===== config.mk =====
export PLATFORM = sky130hd
export DESIGN_NAME = multicycle_control
export DESIGN_NICKNAME = d
export VERILOG_FILES = /design/src/rtl/multicycle_control.sv
export SDC_FILE = /design/constraint.sdc
export NUM_CORES = 1
export LEC_CHECK = 0
export ABC_AREA = 1
export BUFFER_PORTS_ARGS = -buffer_cell sky130_fd_sc_hd__buf_4
export CAP_MARGIN = 20
export CORE_AREA = 5 5 42 44
export CTS_BUF_LIST = sky130_fd_sc_hd__clkbuf_4 sky130_fd_sc_hd__clkbuf_8
export CTS_CLUSTER_DIAMETER = 150
export DETAILED_ROUTE_END_ITERATION = 12
export DIE_AREA = 0 0 47 49
export PLACE_DENSITY = 0.74
export SLEW_MARGIN = 20
export SYNTH_ARGS = -nofsm -noshare
export SYNTH_HDL_FRONTEND = slang
export SYNTH_SLANG_ARGS = --single-unit

===== constraint.sdc =====
create_clock -name clk -period 2 [get_ports clk]
set_input_delay 0.3 -clock clk [delete_from_list [all_inputs] [get_ports clk]]
set_output_delay 0.3 -clock clk [all_outputs]
set_load 0.02 [all_outputs]

===== src/rtl/multicycle_control.sv =====
// Multicycle RISC-style control FSM: sequences fetch, decode, load/store and
// R-type execution, and drives datapath selects, memory handshake and write enables.
//
// state     | meaning
// FETCH     | request instruction at pc; on mem_ready load IR and pc+4
// DECODE    | dispatch on op; precompute old_pc+imm
// MEM_ADR   | compute rd1+imm effective address
// MEM_READ  | load data request, wait for mem_ready
// MEM_WB    | write load data to register file
// MEM_WRITE | store request, wait for mem_ready
// EXEC_R    | register-register ALU operation
// ALU_WB    | write ALU result to register file
module multicycle_control (
  input  logic       clk,
  input  logic       rst_n,
  input  logic [6:0] op,
  input  logic [2:0] func3,
  input  logic [6:0] func7,
  input  logic       mem_ready,
  output logic       mem_req,
  output logic       mem_write,
  output logic       adr_source,
  output logic       ir_write,
  output logic       pc_write,
  output logic       reg_write,
  output logic [1:0] alu_src_a,
  output logic [1:0] alu_src_b,
  output logic [2:0] alu_control,
  output logic [1:0] imm_source,
  output logic [1:0] result_source,
  output logic       retire,
  output logic       illegal,
  output logic [3:0] state
);

  typedef enum logic [3:0] {
    FETCH     = 4'd0,
    DECODE    = 4'd1,
    MEM_ADR   = 4'd2,
    MEM_READ  = 4'd3,
    MEM_WB    = 4'd4,
    MEM_WRITE = 4'd5,
    EXEC_R    = 4'd6,
    ALU_WB    = 4'd7
  } state_t;

  localparam logic [6:0] OP_LOAD  = 7'b0000011;
  localparam logic [6:0] OP_STORE = 7'b0100011;
  localparam logic [6:0] OP_RTYPE = 7'b0110011;

  state_t cur_state, nxt_state;

  always_ff @(posedge clk or negedge rst_n) begin
    if (!rst_n) cur_state <= FETCH;
    else        cur_state <= nxt_state;
  end

  assign state = cur_state;

  always_comb begin
    nxt_state     = cur_state;
    mem_req       = 1'b0;
    mem_write     = 1'b0;
    adr_source    = 1'b0;
    ir_write      = 1'b0;
    pc_write      = 1'b0;
    reg_write     = 1'b0;
    alu_src_a     = 2'b00;
    alu_src_b     = 2'b00;
    alu_control   = 3'b111;
    imm_source    = 2'b00;
    result_source = 2'b00;
    retire        = 1'b0;
    illegal       = 1'b0;
    case (cur_state)
      FETCH: begin
        mem_req = 1'b1;
        // rst_n gating keeps the fetch-complete strobes quiet while held in reset
        if (mem_ready && rst_n) begin
          ir_write      = 1'b1;
          pc_write      = 1'b1;
          alu_src_b     = 2'b10;
          alu_control   = 3'b000;
          result_source = 2'b10;
          nxt_state     = DECODE;
        end
      end
      DECODE: begin
        alu_src_a   = 2'b01;
        alu_src_b   = 2'b01;
        alu_control = 3'b000;
        case (op)
          OP_LOAD, OP_STORE: nxt_state = MEM_ADR;
          OP_RTYPE:          nxt_state = EXEC_R;
          default: begin
            illegal   = 1'b1;
            nxt_state = FETCH;
          end
        endcase
      end
      MEM_ADR: begin
        alu_src_a   = 2'b10;
        alu_src_b   = 2'b01;
        alu_control = 3'b000;
        if (op == OP_STORE) begin
          imm_source = 2'b01;
          nxt_state  = MEM_WRITE;
        end else begin
          nxt_state  = MEM_READ;
        end
      end
      MEM_READ: begin
        mem_req    = 1'b1;
        adr_source = 1'b1;
        if (mem_ready) nxt_state = MEM_WB;
      end
      MEM_WB: begin
        result_source = 2'b01;
        reg_write     = 1'b1;
        retire        = 1'b1;
        nxt_state     = FETCH;
      end
      MEM_WRITE: begin
        mem_req    = 1'b1;
        mem_write  = 1'b1;
        adr_source = 1'b1;
        if (mem_ready) begin
          retire    = 1'b1;
          nxt_state = FETCH;
        end
      end
      EXEC_R: begin
        alu_src_a = 2'b10;
        alu_src_b = 2'b00;
        nxt_state = ALU_WB;
        if (func3 == 3'b000)      alu_control = (func7 == 7'b0100000) ? 3'b001 : 3'b000;
        else if (func3 == 3'b111) alu_control = 3'b010;
      end
      ALU_WB: begin
        result_source = 2'b00;
        reg_write     = 1'b1;
        retire        = 1'b1;
        nxt_state     = FETCH;
      end
      default: nxt_state = FETCH;
    endcase
  end

endmodule


# Word-level counts from Yosys, hierarchy flattened
# Index checks and enable logic that the tools add are counted.
dict set report op_classes {
  eq_ne 15
  n_mux 27
  n_reduce_logical 11
}
# operator count
set op_table {}
lappend op_table {{one-hot mux 4 bit (6 select lines)} 1}
lappend op_table {{== test 7 x 6 -> 1 bit, second input constant} 3}
lappend op_table {{== test 4 x 3 -> 1 bit, second input constant} 4}
lappend op_table {{two-way mux 1 bit} 12}
lappend op_table {{two-way mux 3 bit} 4}
lappend op_table {{two-way mux 4 bit} 3}
lappend op_table {{one-hot mux 2 bit (2 select lines)} 3}
lappend op_table {{OR reduction 2 bit} 5}
lappend op_table {{one-hot mux 3 bit (3 select lines)} 1}
lappend op_table {{== test 4 x 2 -> 1 bit, second input constant} 2}
lappend op_table {{== test 7 x 2 -> 1 bit, second input constant} 1}
lappend op_table {{inequality test 2 bit, second input constant} 3}
lappend op_table {{one-hot mux 3 bit (2 select lines)} 1}
lappend op_table {{OR reduction 3 bit} 2}
lappend op_table {{== test 4 x 1 -> 1 bit, second input constant} 1}
lappend op_table {{logical NOT 4 bit} 1}
lappend op_table {{== test 3 bit, second input constant} 1}
lappend op_table {{logical NOT 3 bit} 1}
lappend op_table {{AND reduction 3 bit} 1}
lappend op_table {{two-way mux 2 bit} 1}
lappend op_table {{one-hot mux 1 bit (2 select lines)} 1}
lappend op_table {{logical AND 1 bit} 1}
dict set report totals {
  out_inout_bits 23
  reg_bits 4
  inputBits 20
  elab_cells 54
}

# Longest topological paths before layout
dict set report depth {
  word_depth 4
  mapped_depth 7
  ltp_nobuf 7
}

# Worst setup path before layout
# OpenSTA, ideal clock, no wires.
dict set report synth_path {
  path_kind {reg2out}
  start {reg cur_state[1], in the netlist state[1]}
  end {out illegal}
  path_buffers 0
  t_required_ns 1.700
  t_arrival_ns 1.407
  stages_incl_launch_ff 5
  slack_ns 0.293
  cell_sequence {dfrtp_1 inv_1 nand2_1 nor2_2 a21boi_1}
}
dict set report synth_via {
  elab_chain_cells 2
}
# item line
set synth_lines {}
lappend synth_lines {{from (decl)} 51} ;# state_t cur_state, nxt_state;
lappend synth_lines {{from (signal assigned)} 55} ;# else cur_state <= nxt_state;
lappend synth_lines {{== test 4 x 1 -> 1 bit} 75} ;# case (cur_state)
lappend synth_lines {{two-way mux 1 bit} 75}
lappend synth_lines {{to (decl)} 32} ;# output logic illegal,
# Every way passes these cells.

# Worst setup path after layout
dict set report layout_path {
  start {in rst_n}
  end {out alu_control[0]}
}
dict set report layout_via {
  elab_chain_cells 3
}
# item line
set layout_lines {}
lappend layout_lines {{from (decl)} 15} ;# input logic rst_n,
lappend layout_lines {{logical AND 1 bit} 79} ;# if (mem_ready && rst_n) begin
lappend layout_lines {{two-way mux 3 bit} 79}
lappend layout_lines {{one-hot mux 3 bit (3 select lines)} 75}
lappend layout_lines {{to (decl)} 28} ;# output logic [2:0] alu_control,
# Every way passes these cells.

==> flow_summary.html <==
<table>
<tr><th>Metric</th><th>Value</th></tr>
<tr><th colspan="2">Global routing</th></tr>
<tr><td>Overall Global Routing Usage</td><td>13.9%</td></tr>
<tr><td>Largest net degree at the start of global routing</td><td>9</td></tr>
<tr><td>Total congestion overflow after global routing</td><td>0</td></tr>
<tr><td>Global-route layer with the greatest usage</td><td>met2</td></tr>
<tr><td>GR Util met2</td><td>22.4%</td></tr>
<tr><td>Number of global-route vias before repair</td><td>625</td></tr>
<tr><td>Antenna violations before repair</td><td>0</td></tr>
<tr><td>Fraction of met3 tracks used by global routing</td><td>roughly 5.5%</td></tr>
<tr><td>GR Layer Usage met1</td><td>about 16%</td></tr>
<tr><td>Global-route wire length before repair</td><td>around 2400 um</td></tr>
<tr><th colspan="2">Detailed routing</th></tr>
<tr><td>Iteration-0 DRC count of the detailed router</td><td>7</td></tr>
<tr><td>First-pass detailed-route iteration total</td><td>4</td></tr>
<tr><td>Routed wirelength normalized by instance count</td><td>between 9 and 10 um</td></tr>
<tr><td>Remaining routing DRC violations</td><td>0</td></tr>
<tr><td>Final routed wirelength across all metal layers</td><td>1440 um</td></tr>
<tr><td>Average vias per placed instance</td><td>around 4.5</td></tr>
<tr><td>DR vias</td><td>between 600 and 700</td></tr>
<tr><td>Residual antenna-violating net count after detailed routing</td><td>0</td></tr>
<tr><th colspan="2">STA</th></tr>
<tr><td>Count of final max-slew check failures</td><td>0</td></tr>
<tr><td>Final period utilization</td><td>between 90 and 100%</td></tr>
<tr><td>Worst clock skew</td><td>0.227 ps</td></tr>
<tr><td>Final number of hold-violating endpoints</td><td>0</td></tr>
<tr><td>Time the worst path needs with I/O delays and setup</td><td>between 1500 and 2000 ps</td></tr>
<tr><td>Final sum of negative setup slack</td><td>0 ps</td></tr>
<tr><td>Top achievable clock speed</td><td>0.536 GHz</td></tr>
<tr><td>Final-report setup violation count</td><td>0</td></tr>
<tr><td>RSZ-0062 raised after global routing</td><td>no</td></tr>
<tr><th colspan="2">Setup path</th></tr>
<tr><td>Critical path class</td><td>primary input to primary output</td></tr>
<tr><td>Arrival @ worst endpoint</td><td>1560 ps</td></tr>
<tr><td>Critical path startpoint category</td><td>primary input</td></tr>
<tr><td>Crit-path max FO</td><td>4</td></tr>
<tr><td>Top cell family by delay on the critical path</td><td>buffers and inverters</td></tr>
<tr><td>Number of buffers and inverters on the critical path</td><td>4</td></tr>
<tr><td>Cell occurring most often along the worst timing path</td><td>sky130_fd_sc_hd__buf_4</td></tr>
<tr><td>Number of gates on the worst path with buffers counted</td><td>8</td></tr>
<tr><td>Worst Path Required</td><td>approximately 1700 ps</td></tr>
<tr><td>Critical path endpoint category</td><td>primary output</td></tr>
<tr><td>Slowest cell on crit path</td><td>sky130_fd_sc_hd__dlygate4sd3_1</td></tr>
<tr><td>Crit path cell chain</td><td>dlygate4sd3_1 &gt; buf_4 &gt; nand2_1 &gt; nand4_1 &gt; nand3_1 &gt; inv_2 &gt; nand3_2 &gt; buf_4</td></tr>
<tr><td>Peak per-stage delay on the critical path</td><td>540 ps</td></tr>
<tr><td>Register-to-Register Path Depth</td><td>7</td></tr>
<tr><th colspan="2">Floorplanning</th></tr>
<tr><td>Die ar.</td><td>2300 sq um</td></tr>
<tr><td>Placeable core region</td><td>1400 sq um</td></tr>
<tr><td>Count of boundary I/O pins</td><td>43</td></tr>
<tr><td>Core Rows</td><td>14</td></tr>
<tr><td>Horiz. Die Dim</td><td>around 47 um</td></tr>
<tr><td>Initial core utilization</td><td>between 30 and 40%</td></tr>
<tr><td>Height of the die</td><td>a little under 50 um</td></tr>
<tr><th colspan="2">Place</th></tr>
<tr><td>DP Cell Count</td><td>about 140</td></tr>
<tr><td>GPL Wtd Cong</td><td>around 0.76</td></tr>
<tr><td>HPWL after detailed placement</td><td>around 1300 um</td></tr>
<tr><td>Count of port buffers added during placement</td><td>40</td></tr>
<tr><th colspan="2">Layout</th></tr>
<tr><td>Total area of multi-input combinational cells</td><td>slightly below 300 sq um</td></tr>
<tr><td>Seq. cell area</td><td>~75 sq um</td></tr>
<tr><td>Layout overhead on the synthesized area</td><td>71.2%</td></tr>
<tr><td>Number of flip-flops in the largest register</td><td>3</td></tr>
<tr><td>Number of standard cells in the layout, taps in and fillers out</td><td>between 100 and 150</td></tr>
<tr><td>Number of inserted diodes</td><td>0</td></tr>
<tr><td>Nets</td><td>~150</td></tr>
<tr><td>Share of cells above drive strength 1</td><td>44.5%</td></tr>
<tr><td>Fillers</td><td>between 100 and 150</td></tr>
<tr><th colspan="2">CTS</th></tr>
<tr><td>Clk sink count</td><td>3</td></tr>
<tr><td>Clk buf depth</td><td>2</td></tr>
<tr><td>H-tree levels</td><td>1</td></tr>
<tr><td>Number of hold buffers added after cts</td><td>1</td></tr>
<tr><td>Worst skew pair latency</td><td>around 230 ps</td></tr>
<tr><td>Clock-pin slew reported for the worst setup and hold paths after clock tree synthesis</td><td>around 40 ps</td></tr>
<tr><td>CTS root buf</td><td>sky130_fd_sc_hd__clkbuf_4</td></tr>
<tr><td>Number of CTS-inserted buffers</td><td>3</td></tr>
<tr><td>Clock tree from TritonCTS</td><td>yes</td></tr>
<tr><td>Post-CTS setup buffer count</td><td>0</td></tr>
<tr><td>Number of cells upsized or downsized after cts</td><td>0</td></tr>
<tr><th colspan="2">Yosys</th></tr>
<tr><td>#FFs+latches synth</td><td>3</td></tr>
<tr><td>Avg Inst Size Synth</td><td>between 5 and 6 sq um</td></tr>
<tr><td>Sequential fraction of the synthesis area</td><td>between 10% and 20%</td></tr>
<tr><td>Synthesis warning total</td><td>0</td></tr>
<tr><td>Leading cell types by total area after synthesis</td><td>sky130_fd_sc_hd__dfrtp_1, sky130_fd_sc_hd__nand2_1, sky130_fd_sc_hd__inv_1, sky130_fd_sc_hd__nand3_1, sky130_fd_sc_hd__nor2_1</td></tr>
<tr><td>Gate count after technology mapping</td><td>between 80 and 90</td></tr>
<tr><td>Area fraction of the dominant cell type after synthesis</td><td>between 15 and 20%</td></tr>
<tr><td>Mapped cell area</td><td>about 470 sq um</td></tr>
<tr><td>Distinct cells, synth</td><td>20</td></tr>
<tr><td>Cell type with the largest total area after synthesis</td><td>sky130_fd_sc_hd__dfrtp_1</td></tr>
<tr><th colspan="2">Outcome</th></tr>
<tr><td>Run status</td><td>complete, no violations</td></tr>
<tr><th colspan="2">Flow run</th></tr>
<tr><td>Max-capacitance violation count</td><td>0</td></tr>
<tr><th colspan="2">Power and ir drop</th></tr>
<tr><td>Worst-case vdd ir drop</td><td>between 0.6 and 0.7 mV</td></tr>
<tr><td>LEAKAGE</td><td>0.496 nW</td></tr>
<tr><td>Tot Pwr</td><td>about 0.00082 W</td></tr>
<tr><td>Total power density per cell area</td><td>about 1000 nW/um^2</td></tr>
<tr><th colspan="2">Worst hold path</th></tr>
<tr><td>Hold/Removal Path Class</td><td>primary input to register</td></tr>
<tr><td>Worst Hold Depth</td><td>4</td></tr>
</table>
[layer usage]
metal | share of wire (%) | up-vias
li1 | - | 342
met1 | 38 | 268
met2 | 49 | 33
met3 | 13 | 0
met4 | 0 | 0
met5 | 0 | -
[worst reg2reg max path, stage by stage (launching register included)]
cell and delay [ps]:
sky130_fd_sc_hd__dfrtp_1 460, sky130_fd_sc_hd__nand2_1 110, sky130_fd_sc_hd__nor2_1 180, sky130_fd_sc_hd__inv_1 90, sky130_fd_sc_hd__nand2_2 70, sky130_fd_sc_hd__a21oi_1 60
sky130_fd_sc_hd__nand2_1 60, sky130_fd_sc_hd__nand2_1 50
[kinds of logic (layout without fill, tap and decap cells)]
family / after synthesis / after routing / synth area share (%)
compound gates: 7 / 7 / 8.27
buf+inv: 24 / 65 / 22.4
flops: 3 / 3 / 16.0
other cells: 1 / 2 / 0.799
simple gates: 51 / 51 / 52.5
[where the power goes]
group | total [W] | switching (W) | internal [W]
sequential | 0.000106 | 0.0000299 | 0.0000766
clock | 0.000119 | 0.0000311 | 0.0000883
combinational | 0.000593 | 0.000348 | 0.000245
[final timing paths]
| kind | startpoint | endpoint | slack, ps |
|---|---|---|---|
| max in group asynchronous | rst_n | state[0]$_DFFE_PN0P_ | 1500 |
| min reg2reg | state[2]$_DFFE_PN0P_ | state[1]$_DFFE_PN0P_ | 720 |
| max | rst_n | alu_control[0] | 140 |
| min in group asynchronous | rst_n | state[1]$_DFFE_PN0P_ | 400 |
| max reg2reg | state[1]$_DFFE_PN0P_ | state[2]$_DFFE_PN0P_ | 790 |
| min | mem_ready | state[2]$_DFFE_PN0P_ | 370 |
[stage by stage]
stage | utilization, % | hold WS, ps | setup slack, ps | cell area, sq um
3_5_place_dp | 54.5 | 96.0 | 468 | 763
4_1_cts | 57.3 | 375 | 132 | 803
6_report | 57.3 | 374 | 136 | 803
5_1_grt | 57.3 | 407 | 46.5 | 803
2_1_floorplan | - | 4.41 | 293 | 473
3_3_place_gp | 54.5 | 97.4 | 517 | 763
[synthesized netlist by cell type]
| cell type | count |
|---|---|
| sky130_fd_sc_hd__buf_4 | 4 |
| sky130_fd_sc_hd__nand4_1 | 1 |
| sky130_fd_sc_hd__a21oi_1 | 4 |
| sky130_fd_sc_hd__nand2_2 | 3 |
| sky130_fd_sc_hd__dfrtp_1 | 3 |
| sky130_fd_sc_hd__nand3_2 | 1 |
| sky130_fd_sc_hd__nand2_1 | 17 |
| sky130_fd_sc_hd__a21boi_1 | 1 |
| sky130_fd_sc_hd__nor2_2 | 4 |
| sky130_fd_sc_hd__inv_1 | 16 |
| sky130_fd_sc_hd__conb_1 | 1 |
| sky130_fd_sc_hd__nand3_1 | 9 |
| sky130_fd_sc_hd__nand3b_1 | 1 |
| sky130_fd_sc_hd__o21ai_0 | 1 |
| sky130_fd_sc_hd__inv_2 | 4 |
| sky130_fd_sc_hd__nor3_1 | 2 |
| sky130_fd_sc_hd__nor2_1 | 11 |
| sky130_fd_sc_hd__a31oi_1 | 1 |
| sky130_fd_sc_hd__nor2_4 | 1 |
| sky130_fd_sc_hd__nor3b_1 | 1 |
[cells in the final DEF (no fill, tap or decap)]
cell	n
sky130_fd_sc_hd__nand2_1	17
sky130_fd_sc_hd__nor2_2	4
sky130_fd_sc_hd__inv_1	16
sky130_fd_sc_hd__inv_2	4
sky130_fd_sc_hd__conb_1	2
sky130_fd_sc_hd__nor2_4	1
sky130_fd_sc_hd__clkbuf_4	4
sky130_fd_sc_hd__o21ai_0	1
sky130_fd_sc_hd__buf_4	40
sky130_fd_sc_hd__nand3_1	9
sky130_fd_sc_hd__a31oi_1	1
sky130_fd_sc_hd__a21oi_1	4
sky130_fd_sc_hd__dlygate4sd3_1	1
sky130_fd_sc_hd__nand3b_1	1
sky130_fd_sc_hd__nand4_1	1
sky130_fd_sc_hd__a21boi_1	1
sky130_fd_sc_hd__nor2_1	11
sky130_fd_sc_hd__nor3b_1	1
sky130_fd_sc_hd__nor3_1	2
sky130_fd_sc_hd__nand3_2	1
sky130_fd_sc_hd__dfrtp_1	3
sky130_fd_sc_hd__nand2_2	3
[final cells by class]
type	count	area share, %
clock buffer	4	3.74
inverter	20	9.35
multi-input combinational	60	36.4
sequential	3	9.35
tap	16	2.49
timing repair buffer	41	38.6
Note: power is estimated with default switching activity, not from simulation.
